### src/rtl/alu_issue_unit.sv
// alu_issue_unit: issue and writeback stage sitting in front of a combinational alu.
// Holds an 8-entry register file. Takes one 16-bit instruction per 3 cycles over
// valid/ready. Reads two sources, drives the alu, then writes the result and flags back.
//
// Ports:
//   clk, rst                     clock (rising edge), asynchronous active-high reset
//   instr_valid/instr_ready      instruction handshake
//   instr                        [15:12] opcode, [11:9] rd, [8:6] ra, [5:3] rb, [2:0] unused
//   ext_we/ext_addr/ext_wdata    host register write port, honoured in every state
//   dbg_addr/dbg_data            combinational register-file read port
//   alu_a/alu_b/alu_op           registered operands and opcode to the alu
//   alu_out/alu_flags            alu result and {overflow, negative, zero}
//   result/flags_q               last written-back result and flags
//   done/illegal                 one-cycle pulses during writeback
module alu_issue_unit #(
  parameter int unsigned BW = 16
) (
  input  logic          clk,
  input  logic          rst,
  input  logic          instr_valid,
  output logic          instr_ready,
  input  logic [15:0]   instr,
  input  logic          ext_we,
  input  logic [2:0]    ext_addr,
  input  logic [BW-1:0] ext_wdata,
  input  logic [2:0]    dbg_addr,
  output logic [BW-1:0] dbg_data,
  output logic [BW-1:0] alu_a,
  output logic [BW-1:0] alu_b,
  output logic [3:0]    alu_op,
  input  logic [BW-1:0] alu_out,
  input  logic [2:0]    alu_flags,
  output logic [BW-1:0] result,
  output logic [2:0]    flags_q,
  output logic          done,
  output logic          illegal
);

  localparam int unsigned NREG = 8;
  localparam int unsigned AW   = 3;
  localparam int unsigned OPW  = 4;
  localparam int unsigned FW   = 3;

  typedef enum logic [1:0] {IDLE, EXEC, WB} state_t;

  state_t          state;
  logic [BW-1:0]   rf [NREG];
  logic [OPW-1:0]  op_q;
  logic [AW-1:0]   rd_q;
  logic [BW-1:0]   held_out;
  logic [FW-1:0]   held_flags;

  // Instruction field decode.
  logic [OPW-1:0]  instr_op;
  logic [AW-1:0]   instr_rd;
  logic [AW-1:0]   instr_ra;
  logic [AW-1:0]   instr_rb;
  logic            unused_instr_bits;

  assign instr_op          = instr[15:12];
  assign instr_rd          = instr[11:9];
  assign instr_ra          = instr[8:6];
  assign instr_rb          = instr[5:3];
  assign unused_instr_bits = ^instr[2:0];

  // A host write landing on the accept edge must be seen by EXEC, so forward it.
  logic [BW-1:0] src_a_c;
  logic [BW-1:0] src_b_c;

  assign src_a_c = (ext_we && (ext_addr == instr_ra)) ? ext_wdata : rf[instr_ra];
  assign src_b_c = (ext_we && (ext_addr == instr_rb)) ? ext_wdata : rf[instr_rb];

  logic accept_c;
  logic wb_we_c;

  assign accept_c = (state == IDLE) && instr_valid;
  // Opcodes with the top bit set are illegal and retire without a write.
  assign wb_we_c  = (state == WB) && !op_q[OPW-1];

  // Ready is a pure state decode, forced low while reset is held.
  assign instr_ready = (state == IDLE) && !rst;

  assign dbg_data = rf[dbg_addr];

  // Register file: writeback beats a colliding host write to the same entry.
  always_ff @(posedge clk or posedge rst) begin
    if (rst) begin
      for (int i = 0; i < NREG; i++) begin
        rf[i] <= '0;
      end
    end else begin
      if (ext_we && !(wb_we_c && (ext_addr == rd_q))) begin
        rf[ext_addr] <= ext_wdata;
      end
      if (wb_we_c) begin
        rf[rd_q] <= held_out;
      end
    end
  end

  // Issue/writeback sequencer with registered alu drive and status pulses.
  always_ff @(posedge clk or posedge rst) begin
    if (rst) begin
      state      <= IDLE;
      op_q       <= '0;
      rd_q       <= '0;
      held_out   <= '0;
      held_flags <= '0;
      alu_a      <= '0;
      alu_b      <= '0;
      alu_op     <= '0;
      result     <= '0;
      flags_q    <= '0;
      done       <= 1'b0;
      illegal    <= 1'b0;
    end else begin
      done    <= 1'b0;
      illegal <= 1'b0;
      case (state)
        IDLE: begin
          if (accept_c) begin
            op_q   <= instr_op;
            rd_q   <= instr_rd;
            alu_a  <= src_a_c;
            alu_b  <= src_b_c;
            alu_op <= instr_op;
            state  <= EXEC;
          end
        end
        EXEC: begin
          held_out   <= alu_out;
          held_flags <= alu_flags;
          done       <= !op_q[OPW-1];
          illegal    <= op_q[OPW-1];
          state      <= WB;
        end
        WB: begin
          if (wb_we_c) begin
            result  <= held_out;
            flags_q <= held_flags;
          end
          state <= IDLE;
        end
        default: begin
          state <= IDLE;
        end
      endcase
    end
  end

endmodule

### config.mk
export PLATFORM = sky130hd
export DESIGN_NAME = alu_issue_unit
export DESIGN_NICKNAME = d
export VERILOG_FILES = /design/src/rtl/alu_issue_unit.sv
export SDC_FILE = /design/constraint.sdc
export NUM_CORES = 1
export LEC_CHECK = 0
export CAP_MARGIN = 10
export CORE_AREA = 2 2 191 193
export CTS_CLUSTER_SIZE = 14
export DETAILED_ROUTE_END_ITERATION = 7
export DIE_AREA = 0 0 193 195
export GPL_TIMING_DRIVEN = 0
export MAX_ROUTING_LAYER = met4
export RECOVER_POWER = 50
export SLEW_MARGIN = 20
export SYNTH_ARGS = -nofsm -noshare
export SYNTH_HDL_FRONTEND = slang
export SYNTH_SLANG_ARGS = --single-unit
### constraint.sdc
create_clock -name clk -period 9.91 [get_ports clk]
set_input_delay 1.982 -clock clk [delete_from_list [all_inputs] [get_ports clk]]
set_output_delay 1.982 -clock clk [all_outputs]
set_load 0.005 [all_outputs]
==> flow_summary.json, run 1 <==
{
  "status": "finished, violations left",
  "violations": "capacitance limit, slew limit",
  "post-route-period-util_pct": 65.3,
  "crit_arrival_ns": 6.41,
  "synth_warnings": 0,
  "fp.coreArea_um2": 35400,
  "die-area_um2": 37600,
  "r2r-start": "op_q[3]",
  "busiest_layer": "met2",
  "dieWidth_um": 193,
  "finClkSkew_ns": 0.0206,
  "grt_pass1_vias": 11734,
  "critPathLaunchType": "primary input",
  "drtAntennaViolNets": 0,
  "synth_seq_area_share_pct": 40.4,
  "synth_cells": 1379,
  "gr-usage-met1_pct": 37.0,
  "core.rowCount": 69,
  "drive_gt1_share_pct": 15.6,
  "fin_hold_ws_ns": 0.467,
  "drv_slew": 113,
  "drv_cap": 2,
  "clkSlewWorstSetupHoldPaths_ns": 0.06,
  "root_buffer": "clkbuf_16",
  "crit_required_ns": 9.85,
  "max_freq_mhz": 155,
  "placed_cells": 1960,
  "hold_buffers": 0,
  "drt_iter0_drc": 1386,
  "finalCriticalPeriod_ns": 6.47,
  "synth_cell_types": 37,
  "initial_utilization_pct": 36.6,
  "ctsResizeCount": 0,
  "cp-startpoint": "rst",
  "cts_tree": "yes",
  "io_buffers": 118,
  "ios": 135,
  "r2r-end": "rf[123]",
  "placed_cell_area_um2": 14800,
  "cp_max_fo": 57,
  "ys_ff_latch": 209,
  "r2r_cells": 5,
  "leakage_uw": 0.00610,
  "final_area_um2": 15600,
  "vdd_drop_max_uv": 180,
  "hold_viol": 0,
  "grt_max_degree": 100,
  "register_area_um2": 5230,
  "crit_end": "rf[99]",
  "gp_congestion": 0.949,
  "num-nets-final": 1588,
  "power_uw": 4020,
  "multi_input_area_um2": 7040,
  "grt_pass1_wl_mm": 75.7,
  "postSynthAreaPerCell_um2": 9.39,
  "gr-usage-all-layers_pct": 28.2,
  "relSlewSlack_pct": -110,
  "use_met3_pct": 7.14,
  "cts.sinks": 209,
  "finalSetupViolations": 0,
  "dr.pass1.iters": 5,
  "endpoint_kind": "asynchronous set/reset pin",
  "die_h_um": 195,
  "cts_max_path_buffers": 3,
  "synthesis.nets": 1440,
  "antenna_found_initial": 1,
  "r2r_slack_ns": 7.26,
  "totalWireLength_mm": 51.3,
  "tightest_slew_ns": 3.14,
  "rsz0062_at_grt": "no",
  "cts_htree_levels": 1,
  "clk_latency_ns": 0.55,
  "instances_no_fill": 2007,
  "numCtsBuffers": 26,
  "drc": 0,
  "syn_area_um2": 12900,
  "syn_to_final_growth_pct": 20.7,
  "diodes": 0,
  "grt_use_met2_pct": 44.0,
  "worst_slack_ns": 3.44,
  "viasPerCell": 5.84,
  "vias": 11712,
  "post-cts-setup-buffers": 0,
  "p_per_area_nw_per_um2": 257,
  "critPathKind": "in2async",
  "hp-class": "reg2reg",
  "post-dp-hpwl_mm": 40.1,
  "preCtsSetupSlack_ns": 3.87,
  "nFillCells": 3518,
  "avgRoutedWirePerCell_um": 25.6,
  "grt-ovfl-total": 0
}
worst min-delay path by stage:
| stage | startpoint | to | slack [ns] | cells past startpoint |
|---|---|---|---|---|
| 5_1_grt | held_flags[0] | flags_q[0] | 0.49 | 2 |
| 6_report | held_flags[1] | flags_q[1] | 0.47 | 2 |
| 2_1_floorplan | held_flags[0] | flags_q[0] | 0.43 | 2 |
| 4_1_cts | held_flags[0] | flags_q[0] | 0.47 | 2 |
| 3_5_place_dp | held_flags[0] | flags_q[0] | 0.46 | 2 |
| 3_3_place_gp | held_flags[1] | flags_q[1] | 0.45 | 2 |
logic make-up (layout without fill, tap and decap cells):
group / after synthesis / after routing / share of synthesized area (%)
AOI/OAI and AO/OA: 292 / 292 / 14.4
xor gates and xnor gates: 9 / 9 / 0.609
buffers and inverters: 150 / 317 / 5.20
DFF: 209 / 209 / 40.4
muxes: 163 / 163 / 22.2
and+or+nand+nor: 556 / 556 / 17.1
cell usage after synthesis, drive strengths merged:
| master | number | area, um^2 |
|---|---|---|
| a221o | 11 | 110 |
| a31oi | 128 | 801 |
| a41oi | 2 | 25.0 |
| and2 | 3 | 18.8 |
| and4 | 2 | 17.5 |
| buf | 34 | 226 |
| clkbuf | 113 | 435 |
| dfrtp | 209 | 5230 |
| inv | 3 | 11.3 |
| mux2 | 35 | 394 |
| mux2i | 32 | 320 |
| mux4 | 96 | 2160 |
| nand2 | 248 | 931 |
| nand2b | 16 | 100 |
| nand3 | 5 | 25.0 |
| nand3b | 2 | 15.0 |
| nand4 | 1 | 6.26 |
| nor2 | 257 | 965 |
| nor2b | 4 | 25.0 |
| nor3 | 12 | 60.1 |
| nor3b | 1 | 7.51 |
| nor4b | 1 | 8.76 |
| o21ai | 128 | 641 |
| o221a | 21 | 236 |
| o41ai | 2 | 55.1 |
| or3b | 3 | 28.8 |
| or4 | 1 | 7.51 |
| xnor2 | 6 | 52.6 |
| xor2 | 3 | 26.3 |
placed cells by master, fill, tap and decap left out, types with 20 or more instances in the layout:
cell               n
nor2_1           257
nand2_1          248
dfrtp_1          209
a31oi_1          128
o21ai_0          117
clkbuf_1         109
clkdlybuf4s50_1   98
mux4_2            96
mux2_2            35
mux2i_1           32
clkbuf_16         27
o221a_2           21
dlygate4sd3_1     20
where the power goes:
| part | switching (uW) | internal [uW] | total [uW] |
|---|---|---|---|
| Clock | 392 | 600 | 992 |
| Combinational | 586 | 800 | 1390 |
| Sequential | 443 | 1200 | 1640 |
per-layer routing:
metal / vias to the layer above / part of all wire, %
met4: 0 / 2.3
li1: 5245 / -
met5: - / 0
met2: 678 / 46
met3: 99 / 11
met1: 5690 / 40
metrics by stage:
step	TNS, ns	utilization (%)
global route	0	44.1
finish	0	44.1
floorplan	0	-
global placement	-186.92	41.5
CTS	0	44.2
detailed placement	0	41.7
flip-flops by register name, summed over array words and instances, names as in the netlist:
register	cells
rd_q	3
state	2
flags_q	3
illegal	1
alu_a	16
rf	128
op_q	4
alu_b	16
result	16
held_flags	3
held_out	16
done	1
final cells by class:
cell class	instances	area share, %
Sequential cell	209	33.5
Clock inverter	10	0.697
Tap cell	461	3.69
Buffer	147	4.24
Timing Repair Buffer	120	7.76
Inverter	3	0.0801
Clock buffer	37	5.01
Multi-Input combinational cell	1020	45.1
worst max-delay path: stages:
cell and delay, ns:
dlygate4sd3_1 0.57, clkinvlp_2 1.50, clkbuf_1 2.32
Power figures use the tool's default switching activity.
==> inputs of run 2 (changes only) <==
- clock period: 9.91 -> 6.14 ns (I/O delays scaled with it)
==> run 2 against run 1 <==
Net effect:
- the run still ends with capacitance limit, slew limit left
- sequential cell count unchanged
- non-clock buffer count increased by 5
- combinational power increased by 60%
- global-route usage decreased by 0.34 points
- critical endpoint is now dbg_data[6]
- largest power group unchanged
- highest routed layer unchanged
==> flow_summary.json, run 2 (synthesis gave the netlist of run 1 again) <==
{
  "status": "finished, violations left",
  "violations": "capacitance limit, slew limit",
  "drive_gt1_share_pct": 15.7,
  "max_freq_mhz": 222,
  "finalSetupViolations": 0,
  "avgRoutedWirePerCell_um": 25.3,
  "drt_iter0_drc": 1279,
  "crit_required_ns": 4.91,
  "root_buffer": "clkbuf_16",
  "grt-ovfl-total": 0,
  "viasPerCell": 5.84,
  "gp_congestion": 0.936,
  "slowest_delay_ns": 0.66,
  "die-area_um2": 37600,
  "core.rowCount": 69,
  "syn_to_final_growth_pct": 20.8,
  "cts_tree": "yes",
  "relSlewSlack_pct": -17.9,
  "antenna_found_initial": 0,
  "largest_register_ffs": 128,
  "hold_buffers": 0,
  "fin_setup_tns_ns": 0,
  "grt_max_degree": 35,
  "worst_slack_ns": 1.63,
  "gr-usage-all-layers_pct": 27.9,
  "grt_pass1_wl_mm": 74.8,
  "hp-class": "reg2reg",
  "fp.coreArea_um2": 35400,
  "cts.sinks": 209,
  "final_area_um2": 15600,
  "preCtsSetupSlack_ns": 1.65,
  "ios": 135,
  "leakage_uw": 0.00611,
  "hold_viol": 0,
  "tightest_slew_ns": 1.77,
  "clkSlewWorstSetupHoldPaths_ns": 0.06,
  "io_buffers": 118,
  "vias": 11766,
  "totalWireLength_mm": 51.0,
  "num-nets-final": 1594,
  "drtAntennaViolNets": 0,
  "initial_utilization_pct": 36.6,
  "clk_latency_ns": 0.55,
  "critPathKind": "in2out",
  "rsz0062_at_grt": "no",
  "cts_max_path_buffers": 3,
  "finClkSkew_ns": 0.0100,
  "cts_htree_levels": 1,
  "drc": 0,
  "endpoint_kind": "output port",
  "placed_cell_area_um2": 14800,
  "drv_slew": 82,
  "final_cell_mix": "257 x nor2_1, 248 x nand2_1, 209 x dfrtp_1",
  "cp_slowest_cell": "clkbuf_1",
  "regMostFlops": "rf",
  "dieWidth_um": 193,
  "p_per_area_nw_per_um2": 410,
  "crit_path_frequent_cell": "clkbuf_1",
  "crit_arrival_ns": 3.28,
  "vdd_drop_max_uv": 249,
  "numCtsBuffers": 27,
  "post-route-util_pct": 44.2,
  "crit_chain": "clkbuf_1 -> clkbuf_1 -> mux4_2 -> mux2_2 -> clkdlybuf4s50_1",
  "finalCriticalPeriod_ns": 4.51,
  "fin_hold_ws_ns": 0.461,
  "dr.pass1.iters": 6,
  "grt_pass1_vias": 11553,
  "final_common_cell": "nor2_1",
  "cp_max_fo": 10,
  "drv_cap": 3,
  "post-cts-setup-buffers": 0,
  "die_h_um": 195,
  "ctsResizeCount": 0,
  "critPathLaunchType": "primary input",
  "post-route-period-util_pct": 73.5,
  "post-dp-hpwl_mm": 40.6
}
==> run 2: changes by cell type in the layout (fill, tap and decap cells not counted), sizes merged <==
cell | before | now
buf | 34 | 36
bufinv | 2 | 1
clkbuf | 152 | 154
clkdlybuf4s50 | 98 | 115
clkinv | 6 | 9
diode | 0 | 1
dlygate4sd3 | 20 | 3
inv | 2 | 3
==> run 2: worst max-delay path: cells and delay by family <==
kind	cells	cell delay (ns)
multiplexers	2	0.70
buffers and inverters	3	1.34
==> run 2: path summary, 6_finish.rpt <==
kind / start / cells past startpoint / slack [ns] / endpoint
worst max-delay path: dbg_addr[1] / 5 / 1.63 / dbg_data[6]
worst min register to register: held_flags[2] / 2 / 0.46 / flags_q[2]
worst max register to register: op_q[3] / 5 / 3.49 / rf[95]
min in group asynchronous: rst / 2 / 1.24 / flags_q[2]
worst min-delay path: held_flags[2] / 2 / 0.46 / flags_q[2]
max in group asynchronous: rst / 4 / 1.75 / rf[82]
==> run 2: cell type report <==
type	instances	area, um^2
fillers	3453	19800
multi-input cells	1020	7040
flip-flops and latches	209	5230
repair buffers	125	1260
clock buffers	36	759
plain buffers	147	662
well taps	461	577
clock inverters	13	98.8
inverters	3	12.5
diodes	1	2.50
==> run 2: power by group <==
part	total (uW)	switching, uW	internal [uW]
Combinational	2230	935	1300
Clock	1540	637	906
Sequential	2640	714	1930
==> run 2: metrics by stage <==
step | total power [uW] | std cells
after floorplan | 3670 | 1379
after global placement | 4750 | 1958
after detailed placement | 4830 | 1965
after CTS | 6390 | 2014
after global routing | 6730 | 2014
final | 6420 | 2015
==> run 2: layer usage <==
| layer | track usage, % | up-vias | share of wire (%) | wire length [um] |
|---|---|---|---|---|
| li1 | - | 5255 | - | - |
| met1 | 37.9 | 5759 | 42 | 21400 |
| met2 | 43.1 | 653 | 46 | 23200 |
| met3 | 5.43 | 99 | 9.9 | 5060 |
| met4 | 6.62 | 0 | 2.5 | 1300 |
| met5 | - | - | 0 | 0 |
